$ cat config.mk
export PLATFORM = sky130hd
export DESIGN_NAME = prbs_gen
export DESIGN_NICKNAME = d
export VERILOG_FILES = /design/src/rtl/prbs_gen.sv
export SDC_FILE = /design/constraint.sdc
export NUM_CORES = 1
export LEC_CHECK = 0
export ABC_AREA = 1
export CAP_MARGIN = 0
export CORE_ASPECT_RATIO = 0.6
export CORE_UTILIZATION = 37
export DETAILED_ROUTE_END_ITERATION = 7
export PLACE_DENSITY = 0.6
export SLEW_MARGIN = 20
export SYNTH_ARGS = -nofsm -noshare
export SYNTH_HDL_FRONTEND = slang
export SYNTH_SLANG_ARGS = --single-unit
$ cat constraint.sdc
create_clock -name i_clk -period 1.15 [get_ports i_clk]
set_clock_uncertainty 0.2 [all_clocks]
set_input_delay 0.23 -clock i_clk [delete_from_list [all_inputs] [get_ports i_clk]]
set_output_delay 0.23 -clock i_clk [all_outputs]
set_load 0.005 [all_outputs]
$ cat src/rtl/prbs_gen.sv
// prbs_gen: Fibonacci-LFSR pseudo-random bit-sequence generator. It emits
// OUT_W sequence bits per word on a valid/ready stream, supports run-time
// seed loading with all-zero lock-up recovery, and flags the word that
// contains the first bit of each sequence period.
//
// Ports:
//   i_clk     clock
//   i_reset   synchronous active-high reset
//   i_enable  run request
//   i_load    one-cycle seed-load strobe (priority over all but reset)
//   i_seed    seed sampled while i_load=1
//   o_data    output word, bit 0 is the earliest sequence bit
//   o_valid   o_data holds a valid word
//   i_ready   consumer accepts the word
//   o_period  word contains the first bit of a period
//   o_lockup  one-cycle pulse: a zero seed was replaced by SEED
module prbs_gen #(
    parameter int unsigned           WIDTH = 9,
    parameter logic [WIDTH-1:0]      POLY  = 9'h110,
    parameter logic [WIDTH-1:0]      SEED  = 9'h025,
    parameter int unsigned           OUT_W = 1
) (
    input  logic             i_clk,
    input  logic             i_reset,
    input  logic             i_enable,
    input  logic             i_load,
    input  logic [WIDTH-1:0] i_seed,
    output logic [OUT_W-1:0] o_data,
    output logic             o_valid,
    input  logic             i_ready,
    output logic             o_period,
    output logic             o_lockup
);

    typedef enum logic {
        IDLE = 1'b0,
        RUN  = 1'b1
    } state_t;

    state_t             state_q, state_nxt;
    logic [WIDTH-1:0]   lfsr_q, lfsr_nxt;
    logic [WIDTH-1:0]   start_q, start_nxt;
    logic [OUT_W-1:0]   data_nxt;
    logic               valid_nxt;
    logic               period_nxt;
    logic               lockup_nxt;

    logic [WIDTH-1:0]   walk;
    logic [OUT_W-1:0]   gen_data;
    logic               gen_period;
    logic [WIDTH-1:0]   gen_next;
    logic [WIDTH-1:0]   seed_eff;
    logic               xfer;

    // Unrolled OUT_W LFSR steps: word bits, period hit and advanced state.
    always_comb begin
        walk       = lfsr_q;
        gen_data   = '0;
        gen_period = 1'b0;
        for (int unsigned i = 0; i < OUT_W; i++) begin
            gen_data[i] = walk[WIDTH-1];
            if (walk == start_q) begin
                gen_period = 1'b1;
            end
            walk = {walk[WIDTH-2:0], ^(walk & POLY)};
        end
        gen_next = walk;
    end

    // A zero seed would lock the LFSR, so it is replaced by SEED.
    assign seed_eff = (i_seed == '0) ? SEED : i_seed;
    assign xfer     = o_valid & i_ready;

    // Next-state and next-output logic.
    always_comb begin
        state_nxt  = state_q;
        lfsr_nxt   = lfsr_q;
        start_nxt  = start_q;
        data_nxt   = o_data;
        valid_nxt  = o_valid;
        period_nxt = o_period;
        lockup_nxt = 1'b0;

        if (i_load) begin
            lfsr_nxt   = seed_eff;
            start_nxt  = seed_eff;
            lockup_nxt = (i_seed == '0);
            valid_nxt  = 1'b0;
            state_nxt  = IDLE;
        end else begin
            case (state_q)
                IDLE: begin
                    if (i_enable) begin
                        data_nxt   = gen_data;
                        period_nxt = gen_period;
                        lfsr_nxt   = gen_next;
                        valid_nxt  = 1'b1;
                        state_nxt  = RUN;
                    end
                end
                RUN: begin
                    // Without a transfer the offered word is held.
                    if (xfer) begin
                        if (i_enable) begin
                            data_nxt   = gen_data;
                            period_nxt = gen_period;
                            lfsr_nxt   = gen_next;
                        end else begin
                            valid_nxt  = 1'b0;
                            state_nxt  = IDLE;
                        end
                    end
                end
                default: begin
                    state_nxt = IDLE;
                    valid_nxt = 1'b0;
                end
            endcase
        end
    end

    // State and output registers.
    always_ff @(posedge i_clk) begin
        if (i_reset) begin
            state_q  <= IDLE;
            lfsr_q   <= SEED;
            start_q  <= SEED;
            o_data   <= '0;
            o_valid  <= 1'b0;
            o_period <= 1'b0;
            o_lockup <= 1'b0;
        end else begin
            state_q  <= state_nxt;
            lfsr_q   <= lfsr_nxt;
            start_q  <= start_nxt;
            o_data   <= data_nxt;
            o_valid  <= valid_nxt;
            o_period <= period_nxt;
            o_lockup <= lockup_nxt;
        end
    end

endmodule

==> results.cfg <==
[route]
wl_per_cell_um = 13.3
drc_errors = 0
drt_iter0_markers = 50
antenna_left = 0
drt-total-wl_um = 2790
first_pass_iters = 4
vias_per_cell = 4.92
vias = 1034

[place]
io_buffers = 17
place_congestion = 0.830
dp_hpwl_um = 1920
pre_cts_ws_ns = -0.614

[worst_setup_path]
cp_data_required_time_ns = 1.14
rr_startpoint = o_valid
crit_path_frequent_cell = nand2_2
path_cells = nand2_2 > nand2_4 > a21oi_4 > buf_6 > nand2_2 > a31oi_1
worstSetupPathType = register to register
critical_path.max_fanout = 3
critical-path-slowest-cell = dfxtp_2
arrival_ns = 1.31
critPathCaptureType = register
slowest_delay_ns = 0.34
critPathLaunchType = register
crit_start = o_valid

[clock_network]
cts_hold_buf = 0
cts.path.max_buffers = 2
cts_tree = yes
h-tree-depth = 1
clock_latency_ns = 0.26
cts_made_buffers = 3
cts_root_buf = clkbuf_8
numClockSinks = 23
cts.clk_slew.worst_paths_ns = 0.09

[timing]
max_freq_ghz = 0.762
hold_viol = 0
drv_slew = 0
slew_headroom_pct = 79.0
tns_ns = -1.70
min_period_ns = 1.31
holdWs_ns = 0.0556
period_share_pct = 114
finalSetupViolCount = 14
worst_slew_pin_slew_ns = 0.315
worst_slack_ns = -0.162
rsz0062_at_grt = true

[synthesis]
ys_ff_latch = 23
yosysSeqAreaShare_pct = 44.7
synth_fp_nets = 152
ys_warn_count = 0
netlist_instances = 138
synth_most_common_cell = nand2_1
synth.top_cells.by_area = dfxtp_1 45%, nand2_1 12%, a21oi_1 7.8%
synth-edff-count = 0
syn_avg_cell_area_um2 = 7.46
synth_top_area_share_pct = 44.7
synth_commonest_cells = 32 x nand2_1, 23 x dfxtp_1, 16 x a21oi_1
dominantRegCellSynth = dfxtp_1
synth_cell_type_count = 20
synthArstFlopShare_pct = 0
synth_area_um2 = 1030
yosys.area.top_type = dfxtp_1

[power_and_ir_drop]
power_mw = 1.76
power_density_nw_per_um2 = 1150
vdd_drop_max_mv = 0.838
p_leak_nw = 0.673

[worst_hold_path]
hold_start = i_seed[4]
hp-class = input pin to register

[grt]
gr-total-overflow = 0
grt_pass1_wl_um = 4300
grtUsageTotal_pct = 18.9
grt_max_degree = 14
antenna_found_initial = 0
grt_pass1_vias = 916

[layout]
drive_gt1_share_pct = 38.8
fillers = 227
fin_util_pct = 59.3
layout.nets = 193
area_growth_syn_to_layout_pct = 48.4
n_antenna_cell = 0

[status]
status = finished, violations left
violations = negative setup slack

[floorplanning]
die_w_um = 70.1
core_um2 = 2570
rows = 14
die_h_um = 42.9
start_util_pct = 40.0
die_area_um2 = 3010
io_pins = 18

[job]
max_cap_viol_count = 0
## sequential cells by signal, indices dropped and copies added, names as in the netlist
register and count:
lfsr_q 9, o_data 1, o_lockup 1, o_period 1, o_valid 1, start_q 9
state_q 1
## cell usage in the layout (no fill, tap or decap), drive strengths merged
cell | Yosys | final
nand2 | 36 | 36
buf | 3 | 26
dfxtp | 23 | 23
a21oi | 17 | 17
o21ai | 15 | 15
inv | 13 | 13
nor2 | 13 | 13
dlygate4sd2 | 0 | 8
clkbuf | 1 | 5
clkdlybuf4s15 | 0 | 4
o211ai | 3 | 3
a31oi | 3 | 3
xnor2 | 3 | 3
xor2 | 3 | 3
o22ai | 2 | 2
nand3 | 2 | 2
nor4 | 1 | 1
clkinv | 0 | 1
## critical path: cells and delay by family (launching register included)
kind | cells | cell delay (ns)
AO/OA/AOI/OAI | 2 | 0.37
flip-flops | 1 | 0.34
AND/OR/NAND/NOR | 3 | 0.20
buffers and inverters | 1 | 0.14
## final cells by class
type                            count  area [um^2]  share of cell area (%)
Clock inverter                      1         5.00                   0.328
Timing Repair Buffer               40          330                    21.6
Tap cell                           32         40.0                    2.62
Sequential cell                    23          464                    30.4
Inverter                           13         51.3                    3.36
Clock buffer                        3         41.3                    2.70
Multi-Input combinational cell     98          596                    39.0
## where the power goes
part           switching (mW)  internal [mW]  leakage, nW
Combinational           0.187          0.169        0.456
Sequential             0.0439          0.850        0.192
Clock                   0.265          0.242       0.0255
## worst paths after layout
path / to / slack, ns / cells past startpoint
min: lfsr_q[4] / 0.06 / 3
max: lfsr_q[6] / -0.16 / 6
min reg2reg: start_q[7] / 0.28 / 2
max reg2reg: lfsr_q[6] / -0.16 / 6
## cells by family after synthesis
logic type	synth area share (%)
DFF	44.7
buffers and inverters	7.17
and+or+nand+nor	21.1
xor gates and xnor gates	5.10
AOI/OAI and AO/OA	21.9
## metrics by stage
step,instance area [um^2],instances
floorplan,1040,138
global placement,1360,201
detailed placement,1360,201
CTS,1440,208
global route,1530,210
finish,1530,210
## timing repair
action | 4_1_cts | 5_1_grt
gates cloned | 0 | 0
setup buffers | 3 | 3
gates resized for setup | 50 | 27
endpoints found under the setup margin | 27 | 20
pin swaps | 21 | 18
## layer usage
metal	wire (um)	global-route usage (%)
met3	157	6.18
met1	1400	28.4
met2	1210	26.0
met5	0	0
met4	24	3.20
Power figures use the tool's default switching activity.
